## config.mk

```make
export PLATFORM = sky130hd
export DESIGN_NAME = ni_rx_sram_writer_flat
export DESIGN_NICKNAME = d
export VERILOG_FILES = /design/src/rtl/ni_rx_sram_writer_if.sv /design/src/rtl/ni_rx_sram_writer.sv /design/src/flat_wrapper.sv
export SDC_FILE = /design/constraint.sdc
export NUM_CORES = 1
export LEC_CHECK = 0
export ABC_AREA = 1
export CORE_ASPECT_RATIO = 1.4
export CORE_MARGIN = 2
export CORE_UTILIZATION = 53
export DETAILED_ROUTE_END_ITERATION = 8
export HOLD_SLACK_MARGIN = 0.03
export PLACE_DENSITY = 0.83
export SLEW_MARGIN = 0
export SYNTH_ARGS = -nofsm -noshare
export SYNTH_HDL_FRONTEND = slang
export SYNTH_SLANG_ARGS = --single-unit
```

## constraint.sdc

```tcl
create_clock -name clk -period 2.55 [get_ports clk]
set_input_delay 0.255 -clock clk [delete_from_list [all_inputs] [get_ports clk]]
set_output_delay 0.255 -clock clk [all_outputs]
set_load 0.05 [all_outputs]
```

## src/rtl/ni_rx_sram_writer_if.sv

```systemverilog
// Flit-in / SRAM-out bundle for the NI receive writer.
// The writer uses the slave side. The flit source and SRAM sink use the master side.
interface ni_rx_sram_writer_if;
  logic [47:0] flit_in;
  logic        flit_valid;
  logic        flit_ready;
  logic        sram_we;
  logic [7:0]  sram_addr;
  logic [15:0] sram_data_out;
  logic [7:0]  src_addr;
  logic        packet_end;
  logic        packet_err;

  modport slave (
    input  flit_in, flit_valid,
    output flit_ready, sram_we, sram_addr, sram_data_out, src_addr, packet_end, packet_err
  );

  modport master (
    output flit_in, flit_valid,
    input  flit_ready, sram_we, sram_addr, sram_data_out, src_addr, packet_end, packet_err
  );
endinterface

```

## src/rtl/ni_rx_sram_writer.sv

```systemverilog
// Receives head/body/tail flits addressed to this node and writes the body words to SRAM.
// The tail checksum is verified, and a one-cycle end or error pulse reports the outcome.
//
// state | meaning
// IDLE  | waiting for a head flit; other flits are consumed silently
// BODY  | writing body words; the tail closes the packet
// DROP  | discarding flits until a tail arrives
// STAT  | one-cycle status slot in which the end/err pulse is visible; not ready
module ni_rx_sram_writer #(
  parameter logic [7:0] NODE_ADDR = 8'h00,
  parameter logic [7:0] SRAM_BASE = 8'h00,
  parameter int         MAX_LEN   = 16
) (
  input  logic                 clk,
  input  logic                 reset,
  ni_rx_sram_writer_if.slave   bus
);

  typedef enum logic [1:0] {
    S_IDLE = 2'd0,
    S_BODY = 2'd1,
    S_DROP = 2'd2,
    S_STAT = 2'd3
  } state_t;

  localparam logic [1:0] T_HEAD = 2'b01;
  localparam logic [1:0] T_BODY = 2'b10;
  localparam logic [1:0] T_TAIL = 2'b11;
  localparam logic [7:0] LP_MAX_LEN = 8'(MAX_LEN);

  state_t      r_state, w_state_n;
  logic [7:0]  r_cnt, w_cnt_n;
  logic [7:0]  r_len, w_len_n;
  logic [15:0] r_acc, w_acc_n;
  logic        r_err, w_err_n;
  logic [7:0]  r_src, w_src_n;
  logic        r_we, w_we_n;
  logic [7:0]  r_addr, w_addr_n;
  logic [15:0] r_data, w_data_n;
  logic        r_end, w_end_n;
  logic        r_perr, w_perr_n;

  logic        w_ready;
  logic        w_xfer;
  logic [1:0]  w_type;
  logic [7:0]  w_hd_src;
  logic [7:0]  w_hd_dest;
  logic [7:0]  w_hd_len;
  logic [15:0] w_word;

  assign w_ready   = !reset && (r_state != S_STAT);
  assign w_xfer    = bus.flit_valid && w_ready;
  assign w_type    = bus.flit_in[47:46];
  assign w_hd_src  = bus.flit_in[45:38];
  assign w_hd_dest = bus.flit_in[37:30];
  assign w_hd_len  = bus.flit_in[29:22];
  assign w_word    = bus.flit_in[15:0];

  always_ff @(posedge clk) begin
    if (reset) begin
      r_state <= S_IDLE;
      r_cnt   <= '0;
      r_len   <= '0;
      r_acc   <= '0;
      r_err   <= 1'b0;
      r_src   <= '0;
      r_we    <= 1'b0;
      r_addr  <= '0;
      r_data  <= '0;
      r_end   <= 1'b0;
      r_perr  <= 1'b0;
    end else begin
      r_state <= w_state_n;
      r_cnt   <= w_cnt_n;
      r_len   <= w_len_n;
      r_acc   <= w_acc_n;
      r_err   <= w_err_n;
      r_src   <= w_src_n;
      r_we    <= w_we_n;
      r_addr  <= w_addr_n;
      r_data  <= w_data_n;
      r_end   <= w_end_n;
      r_perr  <= w_perr_n;
    end
  end

  // The status pulse is registered on the tail itself.
  // It therefore coincides with the STAT cycle, one cycle after the tail.
  always_comb begin
    w_state_n = r_state;
    w_cnt_n   = r_cnt;
    w_len_n   = r_len;
    w_acc_n   = r_acc;
    w_err_n   = r_err;
    w_src_n   = r_src;
    w_we_n    = 1'b0;
    w_addr_n  = r_addr;
    w_data_n  = r_data;
    w_end_n   = 1'b0;
    w_perr_n  = 1'b0;

    case (r_state)
      S_IDLE: begin
        if (w_xfer && (w_type == T_HEAD)) begin
          if (w_hd_dest != NODE_ADDR) begin
            w_state_n = S_DROP;
          end else if (w_hd_len > LP_MAX_LEN) begin
            w_err_n   = 1'b1;
            w_state_n = S_DROP;
          end else begin
            w_src_n   = w_hd_src;
            w_len_n   = w_hd_len;
            w_cnt_n   = '0;
            w_acc_n   = '0;
            w_state_n = S_BODY;
          end
        end
      end

      S_BODY: begin
        if (w_xfer) begin
          case (w_type)
            T_BODY: begin
              if (r_cnt < r_len) begin
                w_we_n   = 1'b1;
                w_addr_n = SRAM_BASE + r_cnt;
                w_data_n = w_word;
                w_cnt_n  = r_cnt + 8'd1;
                w_acc_n  = r_acc ^ w_word;
              end else begin
                w_err_n   = 1'b1;
                w_state_n = S_DROP;
              end
            end
            T_TAIL: begin
              if ((r_cnt != r_len) || (w_word != r_acc)) begin
                w_err_n  = 1'b1;
                w_perr_n = 1'b1;
              end else begin
                w_end_n  = 1'b1;
              end
              w_state_n = S_STAT;
            end
            default: begin
              w_err_n   = 1'b1;
              w_state_n = S_DROP;
            end
          endcase
        end
      end

      S_DROP: begin
        if (w_xfer && (w_type == T_TAIL)) begin
          if (r_err) begin
            w_perr_n  = 1'b1;
            w_state_n = S_STAT;
          end else begin
            w_state_n = S_IDLE;
          end
        end
      end

      S_STAT: begin
        w_err_n   = 1'b0;
        w_state_n = S_IDLE;
      end

      default: w_state_n = S_IDLE;
    endcase
  end

  assign bus.flit_ready    = w_ready;
  assign bus.sram_we       = r_we;
  assign bus.sram_addr     = r_addr;
  assign bus.sram_data_out = r_data;
  assign bus.src_addr      = r_src;
  assign bus.packet_end    = r_end;
  assign bus.packet_err    = r_perr;

endmodule

```

## src/flat_wrapper.sv

```systemverilog
// flat-port wrapper written by rule: the top's interface ports become plain ports
module ni_rx_sram_writer_flat 
#(
  parameter logic [7:0] NODE_ADDR = 8'h00,
  parameter logic [7:0] SRAM_BASE = 8'h00,
  parameter int         MAX_LEN   = 16
)
  (clk, reset, bus_flit_in, bus_flit_valid, bus_flit_ready, bus_sram_we, bus_sram_addr, bus_sram_data_out, bus_src_addr, bus_packet_end, bus_packet_err);
  ni_rx_sram_writer_if bus_i ();
  input  logic clk;
  input  logic reset;
  input wire logic [$bits(bus_i.flit_in)-1:0] bus_flit_in;
  input wire logic [$bits(bus_i.flit_valid)-1:0] bus_flit_valid;
  output wire logic [$bits(bus_i.flit_ready)-1:0] bus_flit_ready;
  output wire logic [$bits(bus_i.sram_we)-1:0] bus_sram_we;
  output wire logic [$bits(bus_i.sram_addr)-1:0] bus_sram_addr;
  output wire logic [$bits(bus_i.sram_data_out)-1:0] bus_sram_data_out;
  output wire logic [$bits(bus_i.src_addr)-1:0] bus_src_addr;
  output wire logic [$bits(bus_i.packet_end)-1:0] bus_packet_end;
  output wire logic [$bits(bus_i.packet_err)-1:0] bus_packet_err;
  assign bus_i.flit_in = bus_flit_in;
  assign bus_i.flit_valid = bus_flit_valid;
  assign bus_flit_ready = bus_i.flit_ready;
  assign bus_sram_we = bus_i.sram_we;
  assign bus_sram_addr = bus_i.sram_addr;
  assign bus_sram_data_out = bus_i.sram_data_out;
  assign bus_src_addr = bus_i.src_addr;
  assign bus_packet_end = bus_i.packet_end;
  assign bus_packet_err = bus_i.packet_err;
  ni_rx_sram_writer #(.NODE_ADDR(NODE_ADDR), .SRAM_BASE(SRAM_BASE), .MAX_LEN(MAX_LEN)) u_core (.clk(clk), .reset(reset), .bus(bus_i));
endmodule
```

==> run_results.csv <==
group,metric,value,unit
route,drt-vias-per-instance,5.26,
route,via_count,3313,
global_routing,gr-total-overflow,0,
power,power,3520,uW
global_routing,antenna_found_initial,0,
logic_synthesis,seq_area_frac_synth,40.8,%
layout,area_delta_synth_final,31.3,%
setup_path,path_delay_family,"simple AND/OR/NAND/NOR gates",
timing,rsz0062_at_grt,"no",
cts,clock-sinks,70,
layout,fillers,500,
setup_path,required,2.82,ns
die,dieArea,7140,um2
cts,cts-root-buf,"clkbuf_8",
layout,antenna_cells,0,
timing,worst_hold_slack,0.460,ns
layout,multi_input_area,1700,um2
setup_path,cp_cell_sequence,"ha_1 -> nand2_1 -> nor2_1 -> nand2_1 -> nand2_1 -> o21ai_2 -> nand2_4 -> nand2_4 -> a22oi_1",
logic_synthesis,synth_seq_cells,70,
cts,holdBufCountCts,0,
timing,slew_viol_final,0,
power,power.leakage,0.00186,uW
setup_path,cp-start-kind,"flip-flop",
run,drv_cap,0,
layout,nNetsFinal,619,
setup_path,cp_common_cell,"nand2_1",
setup_path,cp_max_fo,22,
die,core_region_area,6250,um2
setup_path,cp_slowest_cell,"dfxtp_1",
logic_synthesis,syn-cell-area,3430,um2
die,die_w,72.0,um
layout,final_area,4510,um2
placement,detailed_place.area,4280,um2
cts,clock_latency,0.35,ns
global_routing,grt_use_total,23.5,%
placement,place.detailed.hpwl,6010,um
setup_path,crit_arrival,2.52,ns
timing,setup_viol,0,
timing,setup_slack,0.303,ns
layout,seq_area,1400,um2
setup_path,crit_buf_inv,0,
logic_synthesis,synth_cell_types,32,
logic_synthesis,synthCells,471,
setup_path,endpoint_kind,"flip-flop",
setup_path,worst-setup-path-type,"flip-flop to flip-flop",
placement,place_ws,0.369,ns
global_routing,grt_pass1_vias,3184,
cts,cts_setup_buffers,0,
route,ant_nets,0,
timing,fin_skew,0.0114,ns
die,io_pins,87,
global_routing,grt_max_degree,34,
logic_synthesis,syn_nets,537,
cts,cts_buffer_depth,2,
timing,setup_tns,0,ns
placement,place_congestion,0.860,
route,wl,8030,um
power,powerDensity,781,nW/um2
die,rows,34,
timing,slew_headroom,66.0,%
timing,period_minus_slack,2.25,ns
layout,drive_gt1_share,8.60,%
die,die_h,99.2,um
cts,htreeDepth,3,
route,dr.pass1.iters,4,
cts,cts_resized,0,
route,drcViolationCount,0,
layout,final_common_cell,"nand2_1",
setup_path,critical_path.max_stage_delay,0.36,ns
cts,cts_buffers,9,
worst_hold_path,min_path_type,"flip-flop to flip-flop",
layout,final_cell_mix,"nand2_1 (111), clkdlybuf4s50_1 (79), dfxtp_1 (70)",
power,ir_drop,0.000563,V
timing,max_freq,0.445,GHz
logic_synthesis,yosys_warnings,0,
outcome,status,"complete, no violations",
route,drtIter0Drc,140,
die,start_util,54.9,%
cts,cts_tree,"done",
cts,clk_pin_slew,0.08,ns
global_routing,grt_pass1_wl,13400,um
placement,portBuffers,80,
route,wl_per_cell,12.7,um
timing,worst_slew_pin_slew,0.509,ns
timing,post-route-period-util,88.1,%
logic_synthesis,syn-mean-instance-area,7.28,um2
timing,hold_viol_final,0,
## sequential cells by signal (all words and copies together), names as in the netlist, 2 cells and up
register	count
u_core.bus.sram_addr	8
u_core.bus.src_addr	8
u_core.bus.sram_data_out	16
u_core.r_cnt	8
u_core.r_len	8
u_core.r_acc	16
u_core.r_state	2
## report_power, final
part	internal (uW)	total [uW]	switching (uW)
clock	554	1000	449
sequential	1230	1330	95.1
combinational	444	1190	747
total	2230	3520	1290
## cell type report
type,instances,area share (%)
inverter,60,5.00
tap,72,2.00
timing repair buffer,87,19.2
sequential,70,31.1
clock inverter,7,2.17
clock buffer,9,2.75
multi-input combinational,325,37.8
## layer usage
layer	GRT usage [%]	up-vias	part of all wire, %
li1	-	1684	-
met3	6.59	15	5.8
met4	10.9	0	2.3
met1	25.7	1510	40
met5	0	-	0
met2	41.4	104	52
## synthesized netlist by cell type, drive strengths merged
cell,n,area (um2)
nand2,114,445
dfxtp,70,1400
inv,60,225
nor2,60,238
a21oi,49,257
o21ai,34,174
ha,15,188
nand3,15,90.1
a22oi,13,143
buf,10,77.6
nor3,8,45.0
clkbuf,6,22.5
nand4,4,25.0
xnor2,4,35.0
nor3b,3,22.5
nor4,2,12.5
nand3b,1,7.51
o2111ai,1,8.76
o21a,1,7.51
or2,1,6.26
## worst reg2reg max path, delay by kind of cell (launching register included)
family,cells,cell delay [ns]
AOI/OAI and AO/OA,2,0.34
and+or+nand+nor,6,1.16
DFF,1,0.36
adders and majority gates,1,0.32
## metrics by stage
stage | util [%] | instances
after floorplan | - | 471
after global placement | 68.5 | 614
after detailed placement | 68.5 | 614
after CTS | 72.0 | 630
after global routing | 72.0 | 630
final | 72.0 | 630
## logic make-up (layout without fill, tap and decap cells)
logic type | count (synthesis) | after routing | share of synthesized area [%]
buffers and inverters | 76 | 163 | 9.48
adder cells (fa/ha/maj) | 15 | 15 | 5.47
XOR/XNOR | 4 | 4 | 1.02
AND/OR/NAND/NOR | 208 | 208 | 26.0
flip-flops | 70 | 70 | 40.8
AO/OA/AOI/OAI | 98 | 98 | 17.2
## worst paths after layout
path | startpoint | end | slack, ns | depth (start not counted)
min | u_core.r_len[7] | u_core.r_len[7] | 0.46 | 2
max | u_core.r_cnt[7] | u_core.r_acc[4] | 0.30 | 9
max reg2reg | u_core.r_cnt[7] | u_core.r_acc[4] | 0.30 | 9
min reg2reg | u_core.r_len[7] | u_core.r_len[7] | 0.46 | 2
Note: power is estimated with default switching activity, not from simulation.
